### src/rtl/clk_tick_pkg.sv
// clk_tick_pkg: shared widths, default constants and FSM states for clk_tick_monitor
package clk_tick_pkg;
  localparam int PERIOD_W = 17;
  localparam int MS_W = 10;
  localparam int NUM_DIV_DEF = 50000;
  localparam int TOL_DEF = 64;
  localparam int TIMEOUT_DEF = 100000;
  typedef enum logic [1:0] {SEARCH, MEASURE, LOCKED, LOST} state_e;
endpackage

### src/rtl/clk_tick_monitor_sync_edge_det.sv
// sync_edge_det: two-flop synchronizer plus edge flop; rise is combinational, tick is rise registered
module sync_edge_det (
  input  logic clk,
  input  logic rst,
  input  logic d,
  output logic rise,
  output logic tick
);
  logic [2:0] sh_q, sh_d;
  logic tick_q, tick_d;
  // shift s1 -> s2 -> s3 and flag s2 going high
  always_comb begin
    sh_d = {sh_q[1:0], d};
    rise = sh_q[1] & ~sh_q[2];
    tick_d = rise;
  end
  // synchronizer and tick registers
  always_ff @(posedge clk) begin
    if (rst) begin
      sh_q <= '0;
      tick_q <= 1'b0;
    end else begin
      sh_q <= sh_d;
      tick_q <= tick_d;
    end
  end
  assign tick = tick_q;
endmodule

### src/rtl/clk_tick_monitor.sv
// clk_tick_monitor: clk_div tick extraction, period lock/loss FSM and 1 s tick; CLK_TICK_MONITOR_JITTER_STATS_EN adds period min/max
module clk_tick_monitor
  import clk_tick_pkg::*;
#(
  parameter int NUM_DIV = NUM_DIV_DEF,
  parameter int TOL = TOL_DEF,
  parameter int LOCK_CNT = 4,
  parameter int TIMEOUT = TIMEOUT_DEF,
  parameter int MS_PER_SEC = 1000
) (
  input  logic                clk,
  input  logic                rst,
  input  logic                clk_div,
  output logic                tick,
  output logic                sec_tick,
  output logic                locked,
  output logic                lost,
  output logic [PERIOD_W-1:0] period,
  output logic [PERIOD_W-1:0] period_min,
  output logic [PERIOD_W-1:0] period_max
);
  localparam logic [PERIOD_W-1:0] LO = PERIOD_W'(NUM_DIV - TOL);
  localparam logic [PERIOD_W-1:0] HI = PERIOD_W'(NUM_DIV + TOL);
  localparam logic [PERIOD_W-1:0] TMO = PERIOD_W'(TIMEOUT);
  localparam logic [MS_W-1:0] MS_LAST = MS_W'(MS_PER_SEC - 1);
  localparam logic [7:0] LOCK_N = 8'(LOCK_CNT);
  state_e state_q, state_d;
  logic [PERIOD_W-1:0] cnt_q, cnt_d, period_q, period_d, period_new;
  logic [7:0] good_q, good_d;
  logic [MS_W-1:0] ms_q, ms_d;
  logic sec_q, sec_d;
  logic rise, good, measuring;
  sync_edge_det u_sync (
    .clk(clk),
    .rst(rst),
    .d(clk_div),
    .rise(rise),
    .tick(tick)
  );
  // period counter, lock FSM and ms divider; outputs land on the same edge as tick
  always_comb begin
    period_new = cnt_q + 1'b1;
    good = period_new >= LO && period_new <= HI;
    measuring = state_q == MEASURE || state_q == LOCKED;
    cnt_d = rise ? '0 : cnt_q == TMO ? cnt_q : cnt_q + 1'b1;
    period_d = rise && measuring ? period_new : period_q;
    state_d = state_q;
    good_d = good_q;
    if (rise && (!measuring || !good)) begin
      state_d = MEASURE;
      good_d = '0;
    end else if (rise && state_q == MEASURE) begin
      good_d = good_q + 8'd1;
      state_d = good_d == LOCK_N ? LOCKED : MEASURE;
    end else if (!rise && measuring && cnt_q == TMO - 1'b1) begin
      state_d = LOST;
    end
    ms_d = state_d != LOCKED ? '0 : rise && state_q == LOCKED ? (ms_q == MS_LAST ? '0 : ms_q + 1'b1) : ms_q;
    sec_d = rise && state_q == LOCKED && ms_q == MS_LAST;
  end
  // state and counter registers
  always_ff @(posedge clk) begin
    if (rst) begin
      state_q <= SEARCH;
      cnt_q <= '0;
      period_q <= '0;
      good_q <= '0;
      ms_q <= '0;
      sec_q <= 1'b0;
    end else begin
      state_q <= state_d;
      cnt_q <= cnt_d;
      period_q <= period_d;
      good_q <= good_d;
      ms_q <= ms_d;
      sec_q <= sec_d;
    end
  end
  assign sec_tick = sec_q;
  assign locked = state_q == LOCKED;
  assign lost = state_q == LOST;
  assign period = period_q;
`ifdef CLK_TICK_MONITOR_JITTER_STATS_EN
  logic [PERIOD_W-1:0] period_min_q, period_min_d, period_max_q, period_max_d;
  // seed on lock entry, widen on every rise while locked, hold otherwise
  always_comb begin
    period_min_d = period_min_q;
    period_max_d = period_max_q;
    if (rise && state_q == MEASURE && state_d == LOCKED) begin
      period_min_d = period_new;
      period_max_d = period_new;
    end else if (rise && state_q == LOCKED) begin
      period_min_d = period_new < period_min_q ? period_new : period_min_q;
      period_max_d = period_new > period_max_q ? period_new : period_max_q;
    end
  end
  // jitter statistic registers
  always_ff @(posedge clk) begin
    if (rst) begin
      period_min_q <= '0;
      period_max_q <= '0;
    end else begin
      period_min_q <= period_min_d;
      period_max_q <= period_max_d;
    end
  end
  assign period_min = period_min_q;
  assign period_max = period_max_q;
`else
  assign period_min = '0;
  assign period_max = '0;
`endif
endmodule

### config.mk
export PLATFORM = sky130hd
export DESIGN_NAME = clk_tick_monitor
export DESIGN_NICKNAME = d
export VERILOG_FILES = /design/src/rtl/clk_tick_pkg.sv /design/src/rtl/clk_tick_monitor_sync_edge_det.sv /design/src/rtl/clk_tick_monitor.sv
export SDC_FILE = /design/constraint.sdc
export NUM_CORES = 1
export LEC_CHECK = 0
export CELL_PAD_IN_SITES_DETAIL_PLACEMENT = 1
export CELL_PAD_IN_SITES_GLOBAL_PLACEMENT = 1
export CORE_AREA = 4 4 111 87
export DETAILED_ROUTE_END_ITERATION = 12
export DIE_AREA = 0 0 115 91
export GPL_TIMING_DRIVEN = 0
export PLACE_DENSITY_LB_ADDON = 0.1
export SYNTH_ARGS = -nofsm -noshare
export SYNTH_HDL_FRONTEND = slang
export SYNTH_SLANG_ARGS = --single-unit
### constraint.sdc
create_clock -name clk -period 3.4 [get_ports clk]
set_input_delay 0.34 -clock clk [delete_from_list [all_inputs] [get_ports clk]]
set_output_delay 0.34 -clock clk [all_outputs]
set_load 0.02 [all_outputs]
==> results.txt <==
----------------------------------------------------
[Placement]
  DP Area ... 0.00383 mm²
  Placer Congestion ... 0.786
  Port bufs ... 22
  Hpwl dp ... about 6.3 mm

[GRT]
  Global-route wire length before repair ... 14.4 mm
  Largest net degree at the start of global routing ... 12
  Vias in the first global route ... 2824
  Initial antenna violation count ... 0
  Grt ovf ... 0
  Global-route total usage across every layer ... between 10% and 20%

[Clock tree]
  TritonCTS clock tree ... done
  Skew-Pair Late Insertion Delay ... 0.33 ns
  Post-cts repair resize count ... 0
  CTS root buf ... clkbuf_16
  Number of sinks handled by clock tree synthesis ... 59
  Number of buffers created by CTS ... 9
  Maximum clock insertion buffer count ... 2
  Buffers inserted by post-CTS timing repair ... 0
  Hold buffer count at CTS ... 0
  H-tree level count ... 3
  Clock transition at the registers of the reported paths ... 0.05 ns

[Critical path]
  Critical path startpoint category ... flip-flop
  Largest fanout of any net on the critical path ... 10
  Cells traversed along the worst timing path ... ha_1, buf_4, nand4_4, or3_1, mux2i_1, nor4b_4, a41oi_4, nor4b_2
  Data arrival time at the worst-slack endpoint ... approximately 3.2 ns
  Maximum cell stage delay along the critical path ... 0.47 ns
  Slowest cell on the critical path ... nor4b_4
  Crit path required time ... 3.63 ns
  Kind of capture point of the worst setup path ... flip-flop
  Type of the worst setup path ... reg2reg

[Timing]
  Least-Margin Pin Slew ... 0.733 ns
  Total count of max-transition violations in the final report ... 0
  Worst clock skew ... 0.00545 ns
  Worst slew margin relative to its limit ... 51.1%
  Max Clock Freq ... ~0.33 GHz
  Setup TNS after final layout ... 0 ns
  Ratio of final minimum period to clock period ... 88.1%
  Unrepaired setup endpoints after global routing ... false
  Count of endpoints failing setup in the final report ... 0
  Shortest period the worst path allows ... 2.99 ns
  Count of final hold-check violations ... 0

[Final layout]
  Number of inserted filler cells in the final layout ... slightly above 1000
  # diodes ... 0
  Layout cells sized above 1 ... 16.3%
  Commonest non-fill, non-tap cells in the layout ... nor2_1, dfxtp_1, buf_4
  Syn-to-layout area delta ... 23.4%
  Nets ... 460
  Area of the multi-input gates ... 0.00190 mm²
  Final instance area ... 0.00414 mm²
  Storage cell area ... 0.00118 mm²
  Most common cell after layout, fill and taps aside ... nor2_1

[Synthesis]
  Largest family of logic cells by synthesized area ... simple AND/OR/NAND/NOR gates
  Number of distinct library cells after synthesis ... 53
  Commonest register cell after synthesis ... dfxtp_1
  Number of warnings reported in the yosys synthesis log ... 0
  Syn avg cell area ... 8.76 µm²
  Share of synthesized area spent on multiplexers ... 1.49%
  Sequential-to-total area share from yosys stat ... 35.2%
  Post-synthesis instance area ... 0.00335 mm²
  Arithmetic-cell share of the synthesized area counting full adders, half adders and majority gates ... 2.99%
  Count of mapped cells out of synthesis ... 383
  Post-synthesis register bit count ... 59
  Xor/xnor share of the synthesized area ... under 10%
  Compound-gate portion of the synthesized area ... 11.5%
  Async set or reset register ratio after synthesis ... 0%
  Number of synthesized flops with an enable pin ... 0
  Basic-gate share of the synthesized area counting and, or, nand and nor cells ... between 20% and 30%

[Drt]
  DR pass1 iterations ... 4
  Aggregate routed wire length ... 8.60 mm
  Routed via count divided by cell count ... 4.97
  Vias ... 2795
  Mean routed wirelength per cell ... 15.3 µm
  Initial detailed-routing violation count ... 133
  DRC violations left ... 0
  Antenna-violating nets left ... 0

[Pwr]
  Pwr/cell area ... 423 mW/mm²
  Pwr Total ... 1.75 mW
  Pleak ... 1.56 nW
  Maximum VDD drop ... between 300 and 400 µV

[Status]
  Result of the run ... completed

[Floorplan]
  Area of the die ... around 0.010 mm²
  Area of the core ... 0.00842 mm²
  Number of rows in the core area ... 29
  IO Pins ... 58
  Die width ... about 120 µm
  Die Y ... 91 µm
  Starting Density ... 39.8%

[Job]
  Max-cap check violation count ... 0

[Min path]
  Worst Hold Class ... in2reg

----------------------------------------------------
==> cell type report <==
cell class / count / area share [%]
clock buffers: 10 / 5.78
plain buffers: 54 / 8.56
multi-input cells: 291 / 45.9
inverters: 12 / 1.09
well taps: 108 / 3.27
clock inverters: 6 / 1.57
flip-flops and latches: 59 / 28.6
repair buffers: 22 / 5.32
==> worst max-delay path, delay by kind of cell, from the launching register on <==
family	cells	cell delay, ns
AOI/OAI and AO/OA	1	0.32
adders and majority gates	1	0.20
buffers and inverters	1	0.19
DFF	1	0.46
muxes	1	0.18
and+or+nand+nor	4	1.52
==> Yosys cell counts, types with 2 or more instances <==
cell type | n | area share, %
nand2_1 | 24 | 2.7
nor4_1 | 6 | 1.1
o211ai_1 | 2 | 0.45
o311a_1 | 2 | 0.60
buf_4 | 39 | 8.7
nand3_1 | 13 | 1.9
nand3b_1 | 2 | 0.45
clkbuf_1 | 11 | 1.2
or3_1 | 3 | 0.56
nand2b_1 | 4 | 0.75
a211oi_1 | 17 | 3.8
nor3_1 | 11 | 1.6
buf_2 | 4 | 0.60
inv_1 | 12 | 1.3
nor2_1 | 61 | 6.8
a21o_1 | 2 | 0.45
o21ai_0 | 4 | 0.60
nor4b_1 | 3 | 0.78
nor4b_2 | 5 | 2.2
xor2_1 | 10 | 2.6
mux2i_1 | 5 | 1.5
nand4_1 | 7 | 1.3
ha_1 | 8 | 3.0
or4_1 | 4 | 0.90
nor4b_4 | 2 | 1.4
a41oi_1 | 2 | 0.52
nor4bb_1 | 2 | 0.60
xnor2_1 | 23 | 6.0
and2_1 | 3 | 0.56
nor2b_1 | 5 | 0.93
a21oi_1 | 4 | 0.60
and3_1 | 4 | 0.75
dfxtp_1 | 59 | 35
==> sequential cells by signal, indices dropped and copies added, names as in the netlist <==
signal,count
cnt_q,17
good_q,8
ms_q,10
period,17
sec_tick,1
state_q,2
u_sync.sh_q,3
u_sync.tick,1
==> final timing paths <==
path                       start        endpoint  slack (ns)  cells past startpoint
hold / removal               rst  u_sync.sh_q[2]        0.38                      2
setup / recovery        cnt_q[1]         ms_q[8]        0.41                      8
hold reg to reg   u_sync.sh_q[0]  u_sync.sh_q[1]        0.44                      1
setup reg to reg        cnt_q[1]         ms_q[8]        0.41                      8
==> per-layer routing <==
layer	part of all wire, %	global-route usage, %	vias to the layer above
met1	50	23.6	1346
met5	0	0	-
li1	-	-	1402
met3	2.8	4.52	8
met4	0.90	4.40	0
met2	47	26.6	39
==> metrics by stage <==
stage	utilization [%]	hold WS [ns]	setup slack, ns	instances
final	49.1	0.380	0.405	562
after global routing	49.1	0.422	0.171	562
after CTS	49.1	0.370	0.369	562
after detailed placement	45.5	0.430	0.413	546
after global placement	45.5	0.429	0.512	546
after floorplan	-	0.414	0.904	416
==> report_power, final <==
part           total [mW]  switching, mW  internal, mW
Combinational       0.135         0.0849        0.0497
Clock               0.907          0.322         0.585
Sequential          0.708        0.00822         0.700
==> logic make-up after synthesis <==
| kind of cell | after synthesis |
|---|---|
| flip-flops | 59 |
| multiplexers | 5 |
| buffers and inverters | 66 |
| adder cells (fa/ha/maj) | 8 |
| other | 1 |
| AO/OA/AOI/OAI | 45 |
| AND/OR/NAND/NOR | 166 |
| XOR/XNOR | 33 |
Power figures use the tool's default switching activity.
